File: src/rtl/key_debouncer.sv
`default_nettype none
// ============================================================================
// Module      : key_debouncer
// Description : Conditions raw push-button / switch inputs for downstream
//               logic. Each channel is normalised to active-high, passed
//               through a two-flop synchroniser, debounced by a stability
//               counter and given one-cycle press (rise) / release (fall)
//               pulses that line up with the new debounced level.
//
// Ports       : clock      - system clock, all logic on the rising edge
//               reset_n    - asynchronous, active-low reset
//               raw_in     - [WIDTH] asynchronous raw button/switch inputs
//               level_out  - [WIDTH] debounced active-high level per channel
//               rise_pulse - [WIDTH] one-cycle pulse on a 0->1 level change
//               fall_pulse - [WIDTH] one-cycle pulse on a 1->0 level change
//
// Parameters  : WIDTH         - number of independent channels
//               STABLE_CYCLES - cycles a new value must persist (>= 2)
//               ACTIVE_LOW    - 1: raw inputs are active-low and inverted
//
// Revision    : 1.0 - initial release
// ============================================================================
module key_debouncer #(
    parameter int WIDTH         = 2,
    parameter int STABLE_CYCLES = 500000,
    parameter int ACTIVE_LOW    = 1
) (
    input  logic             clock,
    input  logic             reset_n,
    input  logic [WIDTH-1:0] raw_in,
    output logic [WIDTH-1:0] level_out,
    output logic [WIDTH-1:0] rise_pulse,
    output logic [WIDTH-1:0] fall_pulse
);

    // ------------------------------------------------------------------------
    // Constants
    // ------------------------------------------------------------------------
    localparam int CNT_W = $clog2(STABLE_CYCLES);

    // Terminal count: the edge that sees the counter here with the input
    // still differing is the STABLE_CYCLES-th consecutive differing edge.
    localparam logic [CNT_W-1:0] c_cnt_max = CNT_W'(STABLE_CYCLES - 1);
    localparam logic [CNT_W-1:0] c_cnt_one = CNT_W'(1);

    // XOR mask that turns active-low inputs into active-high levels.
    localparam logic [WIDTH-1:0] c_pol_mask = (ACTIVE_LOW != 0) ? {WIDTH{1'b1}} : {WIDTH{1'b0}};

    // Per-channel FSM encoding.
    localparam logic [0:0] c_st_stable  = 1'b0;
    localparam logic [0:0] c_st_confirm = 1'b1;

    // ------------------------------------------------------------------------
    // Normalisation and synchroniser (shared by all channels)
    // ------------------------------------------------------------------------
    logic [WIDTH-1:0] w_norm;
    logic [WIDTH-1:0] r_sync1;
    logic [WIDTH-1:0] r_sync2;

    assign w_norm = raw_in ^ c_pol_mask;

    // Both stages reset to the inactive logical value so that a key held
    // through reset is seen as a fresh press once reset is released.
    always_ff @(posedge clock or negedge reset_n) begin
        if (!reset_n) begin
            r_sync1 <= {WIDTH{1'b0}};
            r_sync2 <= {WIDTH{1'b0}};
        end else begin
            r_sync1 <= w_norm;
            r_sync2 <= r_sync1;
        end
    end

    // ------------------------------------------------------------------------
    // Per-channel debounce FSM
    // ------------------------------------------------------------------------
    generate
        for (genvar i = 0; i < WIDTH; i++) begin : g_chan

            logic [0:0]       r_state;
            logic [0:0]       w_state_nxt;
            logic [CNT_W-1:0] r_cnt;
            logic [CNT_W-1:0] w_cnt_nxt;
            logic             r_level;
            logic             r_rise;
            logic             r_fall;
            logic             w_level_nxt;
            logic             w_rise_nxt;
            logic             w_fall_nxt;
            logic             w_differs;
            logic             w_expired;

            // Synchronised input disagrees with the accepted level.
            assign w_differs = (r_sync2[i] != r_level);
            assign w_expired = (r_cnt == c_cnt_max);

            // ---- State register (also holds counter and registered outputs)
            always_ff @(posedge clock or negedge reset_n) begin
                if (!reset_n) begin
                    r_state <= c_st_stable;
                    r_cnt   <= {CNT_W{1'b0}};
                    r_level <= 1'b0;
                    r_rise  <= 1'b0;
                    r_fall  <= 1'b0;
                end else begin
                    r_state <= w_state_nxt;
                    r_cnt   <= w_cnt_nxt;
                    r_level <= w_level_nxt;
                    r_rise  <= w_rise_nxt;
                    r_fall  <= w_fall_nxt;
                end
            end

            // ---- Next-state logic
            always_comb begin
                w_state_nxt = r_state;
                w_cnt_nxt   = r_cnt;
                case (r_state)
                    c_st_stable: begin
                        if (w_differs) begin
                            // The first differing edge already counts as one.
                            w_state_nxt = c_st_confirm;
                            w_cnt_nxt   = c_cnt_one;
                        end else begin
                            w_cnt_nxt   = {CNT_W{1'b0}};
                        end
                    end
                    c_st_confirm: begin
                        if (!w_differs) begin
                            // Bounced back before the window closed.
                            w_state_nxt = c_st_stable;
                            w_cnt_nxt   = {CNT_W{1'b0}};
                        end else if (w_expired) begin
                            // New value accepted this edge.
                            w_state_nxt = c_st_stable;
                            w_cnt_nxt   = {CNT_W{1'b0}};
                        end else begin
                            w_cnt_nxt   = r_cnt + c_cnt_one;
                        end
                    end
                    default: begin
                        w_state_nxt = c_st_stable;
                        w_cnt_nxt   = {CNT_W{1'b0}};
                    end
                endcase
            end

            // ---- Output logic (values registered above, so the pulse lands
            //      in the same cycle the new level first appears)
            always_comb begin
                w_level_nxt = r_level;
                w_rise_nxt  = 1'b0;
                w_fall_nxt  = 1'b0;
                if ((r_state == c_st_confirm) && w_differs && w_expired) begin
                    w_level_nxt = ~r_level;
                    w_rise_nxt  = ~r_level;
                    w_fall_nxt  = r_level;
                end
            end

            assign level_out[i]  = r_level;
            assign rise_pulse[i] = r_rise;
            assign fall_pulse[i] = r_fall;

        end
    endgenerate

endmodule
`default_nettype wire
File: config.mk
export PLATFORM = sky130hd
export DESIGN_NAME = key_debouncer
export DESIGN_NICKNAME = d
export VERILOG_FILES = /design/src/rtl/key_debouncer.sv
export SDC_FILE = /design/constraint.sdc
export NUM_CORES = 1
export LEC_CHECK = 0
export CAP_MARGIN = 20
export CORE_ASPECT_RATIO = 0.75
export CORE_MARGIN = 1
export CORE_UTILIZATION = 40
export CTS_BUF_LIST = sky130_fd_sc_hd__clkbuf_8
export DETAILED_ROUTE_END_ITERATION = 8
export GPL_ROUTABILITY_DRIVEN = 0
export GPL_TIMING_DRIVEN = 0
export REMOVE_ABC_BUFFERS = 1
export SYNTH_ARGS = -nofsm -noshare
export SYNTH_HDL_FRONTEND = slang
export SYNTH_SLANG_ARGS = --single-unit
File: constraint.sdc
create_clock -name clock -period 2.2 [get_ports clock]
set_clock_uncertainty 0.2 [all_clocks]
set_input_delay 0.44 -clock clock [delete_from_list [all_inputs] [get_ports clock]]
set_output_delay 0.44 -clock clock [all_outputs]
set_load 0.01 [all_outputs]
==> results of run 1 <==
## synthesized netlist by cell type, drive strengths merged (5+ instances only)
cell type and instances:
nand3 15, nor2 32, nor4 11, xor2 12, o21ai 7, nor3 8, inv 6, dfrtp 50
or3 5, a21oi 8, nand2 13, nand4 11, buf 12, xnor2 18
## report_power, final
part           switching [mW]  total (mW)  internal [mW]
Sequential             0.0185       0.956          0.937
Combinational          0.0609       0.104         0.0431
Clock                   0.324       0.669          0.345
Total                   0.403        1.73           1.33
## layout make-up
type,count,area share (%)
Timing Repair Buffer,16,6.14
Tap cell,78,3.55
Multi-Input combinational cell,170,39.8
Clock inverter,3,1.73
Clock buffer,5,2.50
Inverter,6,0.818
Sequential cell,50,45.5
## per-stage QoR
stage	worst slack (ns)	hold slack (ns)	utilization, %
floorplan	0.111	-0.0556	-
CTS	0.0779	0.161	46.8
global route	-0.0113	0.170	47.3
finish	0.161	0.158	47.3
detailed placement	-0.107	0.136	43.9
global placement	-1.01	0.132	43.5
## layout by cell type (no fill, tap or decap), types with 2 or more instances in the layout
cell type	netlist	routed
dfrtp_1	50	50
nor2_1	32	32
xnor2_1	18	18
nand3_1	15	14
nand2_1	13	13
xor2_1	12	12
nand4_1	10	10
nor4_1	10	10
a21oi_1	8	8
nor3_1	8	8
clkdlybuf4s50_1	0	8
o21ai_0	6	6
inv_1	6	6
clkbuf_8	0	5
or4_1	4	4
or3_1	4	4
or2_2	3	3
o31ai_1	3	3
buf_4	6	3
and4_1	2	2
nand2b_1	2	2
o22ai_1	2	2
nand4b_1	2	2
ha_1	2	2
buf_12	0	2
## flip-flops by register name, summed over array words and instances, names as in the netlist
signal and cells:
g_chan.r_cnt 38, g_chan.r_level 2, g_chan.r_rise 2, r_sync2 2
r_sync1 2, g_chan.r_state 2, g_chan.r_fall 2
## routing by layer
layer  track usage (%)  vias to the layer above
met4              6.42                        0
li1                  -                      859
met3              3.18                        6
met2              21.3                       19
met1              25.1                      833
met5                 0                        -
## cell families (layout without fill, tap and decap cells)
logic type | after synthesis | in the layout | share of synthesized area (%)
XOR/XNOR | 30 | 30 | 10.8
AO/OA/AOI/OAI | 21 | 21 | 5.32
AND/OR/NAND/NOR | 116 | 116 | 26.6
multiplexers | 1 | 1 | 0.413
buffers and inverters | 19 | 30 | 4.18
adder cells (fa/ha/maj) | 2 | 2 | 1.03
flip-flops | 50 | 50 | 51.6
## final timing paths
path / end / startpoint / cells after the start
max in group asynchronous: g_chan[0].r_cnt[11]$_DFF_PN0_ / reset_n / 3
worst min-delay path: r_sync2[1]$_DFF_PN0_ / r_sync1[1]$_DFF_PN0_ / 0
worst max-delay path: g_chan[1].r_cnt[17]$_DFF_PN0_ / g_chan[1].r_cnt[5]$_DFF_PN0_ / 4
min in group asynchronous: g_chan[1].r_cnt[8]$_DFF_PN0_ / reset_n / 2
worst min register to register: r_sync2[1]$_DFF_PN0_ / r_sync1[1]$_DFF_PN0_ / 0
worst max register to register: g_chan[1].r_cnt[17]$_DFF_PN0_ / g_chan[1].r_cnt[5]$_DFF_PN0_ / 4
## repair_timing
action,in CTS,in global routing
gates cloned,0,0
endpoints found under the setup margin,10,19
resized for setup,1,3
pin swaps,1,1
setup buffers,3,1
hold buffers,1,0
endpoints found under the hold margin,13,0
==> impl_metrics.env, run 1 <==
export IMPL_cts_buffers_inserted=5
export IMPL_required_ns=2.23
export IMPL_cp_end_kind="register"
export IMPL_critical_path_top_delay_family="simple AND/OR/NAND/NOR gates"
export IMPL_h_tree_depth=2
export IMPL_syn_area_per_cell_um2=10.1
export IMPL_synth_seq_cells=50
export IMPL_die_y_um=69.4
export IMPL_nFillCells=580
export IMPL_grt_usage_pct=16.0
export IMPL_finalCritPeriodShare_pct=92.7
export IMPL_synthArstFlopShare_pct=100
export IMPL_antenna_found_initial=0
export IMPL_wl_met1_mm=2.52
export IMPL_powerDensity_nw_per_um2=628
export IMPL_syn_inst=239
export IMPL_clk_pin_slew_ns=0.10
export IMPL_r2r_setup_slack_ns=0.16
export IMPL_grt_overflow_total=0
export IMPL_dp_hpwl_mm=3.15
export IMPL_min_path_type="register to register"
export IMPL_clk_latency_ns=0.31
export IMPL_cellLeakagePower_nw=1.06
export IMPL_ctsLongestPathBuffers=2
export IMPL_wl_met2_mm=1.84
export IMPL_final_layout_size_suffix_gt1_share_pct=10.4
export IMPL_path_class="register to register"
export IMPL_setup_viol=0
export IMPL_seq_area_frac_synth_pct=51.6
export IMPL_grt_pass1_vias=1641
export IMPL_path_cells="nand4_1 > or2_2 > or4_1 > a21oi_1"
export IMPL_yosys_warnings=0
export IMPL_ys_flop_type="dfrtp_1"
export IMPL_synth_top_area_share_pct=51.6
export IMPL_slew_violations=0
export IMPL_cp_arrival_ns=2.07
export IMPL_stdcell_count=328
export IMPL_cp_num_buf_inv=0
export IMPL_timing_fmax_ghz=0.490
export IMPL_routedWlPerCell_um=13.9
export IMPL_syn_cell_area_um2=2420
export IMPL_grt_max_degree=38
export IMPL_drt_wl_total_mm=4.55
export IMPL_yosysTopAreaCell="dfrtp_1"
export IMPL_area_growth_pct=13.6
export IMPL_period_minus_slack_ns=2.04
export IMPL_place_area_um2=2560
export IMPL_hold_violations=0
export IMPL_first_iter_violations=116
export IMPL_synth_edff_count=0
export IMPL_nNetsFinal=255
export IMPL_slowest_stage="dfrtp_1"
export IMPL_fin_tns_setup_ns=0
export IMPL_postRouteAntennaNets=0
export IMPL_cts_tree="yes"
export IMPL_die_area_um2=6380
export IMPL_maxCapViolations=0
export IMPL_cts_root_buf="clkbuf_8"
export IMPL_rsz0062_at_grt="true"
export IMPL_die_w_um=91.9
export IMPL_antenna_cells=0
export IMPL_vdd_drop_max_mv=0.424
export IMPL_ioPinCount=10
export IMPL_regArea_um2=1250
export IMPL_dpl_cell_count=315
export IMPL_drc=0
export IMPL_ys_types=38
export IMPL_design_area_um2=2750
export IMPL_synth_area_top_cells="dfrtp_1 (52%), xnor2_1 (6.5%), nor2_1 (5.0%), xor2_1 (4.3%), nand3_1 (3.1%)"
export IMPL_cts_sinks=50
export IMPL_wl_met3_um=124
export IMPL_place_port_buffers=9
export IMPL_grt_pass1_wl_mm=7.96
export IMPL_core_area_um2=5830
export IMPL_total_power_mw=1.73
export IMPL_critPathMaxStageDelay_ns=0.51
export IMPL_dr_max_layer_used="met4"
export IMPL_vias=1717
export IMPL_multi_input_area_um2=1100
export IMPL_via_per_inst=5.23
export IMPL_max_slew_worst_pin_slew_ns=0.341
export IMPL_critPathLaunchType="register"
export IMPL_relSlewSlack_pct=77.1
export IMPL_outcome="completed"
export IMPL_dr_pass1_iters=4
export IMPL_cp_max_fo=8
export IMPL_start_util_pct=41.6
export IMPL_row_count=24
(Power assumes the default switching activity.)
==> run 2: changes to the inputs <==
--- a/config.mk
+++ b/config.mk
@@ -8,7 +8,7 @@
 export CAP_MARGIN = 20
 export CORE_ASPECT_RATIO = 0.75
 export CORE_MARGIN = 1
-export CORE_UTILIZATION = 40
+export CORE_UTILIZATION = 45
 export CTS_BUF_LIST = sky130_fd_sc_hd__clkbuf_8
 export DETAILED_ROUTE_END_ITERATION = 8
 export GPL_ROUTABILITY_DRIVEN = 0
==> run 2 against run 1 <==
  * Global-route usage up 2.9 points
  * Clock power up 2%
  * Count of clock-buffer cells in the layout up 1
  * Register-to-register slack about the same
  * First-iteration DRC count down 3.4%
  * Flip-flop and latch count unchanged
  * Die area down 11%
  * Sequential share of layout area about the same
  * Wire length down 1.7%
  * Maximum frequency down 0.65%
  * Combinational power about the same
  * Hold slack worse by 0.00083 ns
  * Largest cell class unchanged
==> impl_metrics.env, run 2 (synthesized netlist as in run 1, its figures left out) <==
export IMPL_outcome="completed"
export IMPL_start_util_pct=48.1
export IMPL_clk_latency_ns=0.30
export IMPL_pwr_share_seq_pct=54.9
export IMPL_r2r_setup_slack_ns=0.15
export IMPL_powerDensity_nw_per_um2=633
export IMPL_first_iter_violations=112
export IMPL_grt_util_met2_pct=26.8
export IMPL_finalHoldWorstSlack_ns=0.157
export IMPL_reg2reg_from="g_chan[0].r_cnt[0]$_DFF_PN0_"
export IMPL_antenna_found_initial=0
export IMPL_routedWlPerCell_um=13.9
export IMPL_p_switching_mw=0.385
export IMPL_startpoint="g_chan[0].r_cnt[0]$_DFF_PN0_"
export IMPL_path_class="register to register"
export IMPL_dpl_cell_count=309
export IMPL_min_from="r_sync1[0]$_DFF_PN0_"
export IMPL_die_w_um=86.7
export IMPL_grt_usage_pct=18.9
export IMPL_cp_arrival_ns=2.03
export IMPL_top_usage_layer="met1"
export IMPL_required_ns=2.18
export IMPL_final_common_cell="dfrtp_1"
export IMPL_cts_root_buf="clkbuf_8"
export IMPL_cts_tree="yes"
export IMPL_drc=0
export IMPL_cellLeakagePower_nw=1.07
export IMPL_critPathLaunchType="register"
export IMPL_postRouteAntennaNets=0
export IMPL_vdd_drop_max_mv=0.361
export IMPL_slew_violations=0
export IMPL_via_per_inst=5.23
export IMPL_die_y_um=65.6
export IMPL_grt_pass1_vias=1695
export IMPL_h_tree_depth=2
export IMPL_met1_usage_pct=28.9
export IMPL_hold_depth=0
export IMPL_largest_reg_flops=38
export IMPL_met3_usage_pct=4.40
export IMPL_rsz0062_at_grt="false"
export IMPL_top_register="g_chan.r_cnt"
export IMPL_fin_tns_setup_ns=0
export IMPL_min_to="r_sync2[0]$_DFF_PN0_"
export IMPL_layout_common_cells="dfrtp_1 (50), nor2_1 (32), xnor2_1 (18)"
export IMPL_min_path_type="register to register"
export IMPL_final_layout_size_suffix_gt1_share_pct=10.0
export IMPL_cts_buffers_inserted=5
export IMPL_ctsLongestPathBuffers=2
export IMPL_area_growth_pct=13.6
export IMPL_grt_max_degree=28
export IMPL_ioPinCount=10
export IMPL_setup_viol=0
export IMPL_r2r_end="g_chan[0].r_cnt[18]$_DFF_PN0_"
export IMPL_vias=1685
export IMPL_p_int_mw=1.36
export IMPL_nNetsFinal=255
export IMPL_worstRegToRegCells=6
export IMPL_stdcell_count=322
export IMPL_die_area_um2=5690
export IMPL_finalCritPeriodShare_pct=93.3
export IMPL_cp_end_kind="register"
export IMPL_clkPwrFrac_pct=39.0
export IMPL_cts_sinks=50
export IMPL_timing_fmax_ghz=0.487
export IMPL_hold_violations=0
export IMPL_grt_overflow_total=0
export IMPL_place_port_buffers=9
export IMPL_row_count=22
export IMPL_drt_wl_total_mm=4.48
export IMPL_cp_max_fo=16
export IMPL_maxCapViolations=0
export IMPL_swShare_pct=22.1
export IMPL_dr_pass1_iters=4
export IMPL_antenna_cells=0
export IMPL_dp_hpwl_mm=3.16
export IMPL_comb_power_share_pct=6.1
export IMPL_period_minus_slack_ns=2.05
export IMPL_max_slew_worst_pin_slew_ns=0.541
export IMPL_grt_pass1_wl_mm=8.27
export IMPL_clk_pin_slew_ns=0.09
export IMPL_relSlewSlack_pct=63.9
export IMPL_core_area_um2=5040
[run 2: worst max path at each step]
stage                                          to  slack (ns)  cells after the start
finish              g_chan[0].r_cnt[18]$_DFF_PN0_        0.15                      6
global route        g_chan[0].r_level$_DFFE_PN0P_        0.02                      5
CTS                 g_chan[1].r_cnt[15]$_DFF_PN0_       0.008                      6
detailed placement  g_chan[1].r_cnt[17]$_DFF_PN0_       -0.23                      6
global placement     g_chan[1].r_cnt[1]$_DFF_PN0_       -1.01                      1
floorplan             g_chan[1].r_state$_DFF_PN0_        0.11                      5
[run 2: cell type report]
class	count	area [µm²]
Tap cell	72	90.1
Multi-Input combinational cell	170	1090
Clock buffer	6	82.6
Fill cell	457	2280
Sequential cell	50	1250
Clock inverter	2	38.8
Inverter	6	22.5
Timing Repair Buffer	16	178
[run 2: what timing repair did]
| action | 4_1_cts | 5_1_grt |
|---|---|---|
| pin swaps | 1 | 2 |
| endpoints found under the setup margin | 18 | 10 |
| hold endpoints to repair | 23 | 0 |
| hold buffers | 1 | 0 |
| cloned | 0 | 0 |
| setup buffers | 1 | 3 |
| resized for setup | 1 | 2 |
[run 2: through the flow]
step	area (µm²)	utilization (%)	setup WS, ns	power, mW
2_1_floorplan	2340	-	0.111	1.01
3_3_place_gp	2520	50.1	-1.01	1.06
3_5_place_dp	2550	50.6	-0.229	1.06
4_1_cts	2700	53.7	0.00824	1.76
5_1_grt	2750	54.7	0.0205	1.83
6_report	2750	54.7	0.147	1.74
[run 2: critical path, cell delays in order, from the launching register on]
cell      delay [ns]
dfrtp_1         0.43
ha_1            0.24
and4_1          0.34
nand3_1         0.25
o21bai_4        0.26
buf_12          0.17
a21oi_1         0.05
[run 2: power groups by stage]
stage          clock network [mW]  registers (mW)  logic (mW)
2_1_floorplan                   0           0.969      0.0447
3_3_place_gp                    0           0.974      0.0816
3_5_place_dp                    0           0.974      0.0877
4_1_cts                     0.708           0.956      0.0978
5_1_grt                     0.745           0.959       0.122
6_report                    0.680           0.956       0.107
[run 2: metal layers]
metal,up-vias,routed length [µm]
li1,853,-
met1,812,2520
met2,18,1790
met3,2,136
met4,0,27
met5,-,0
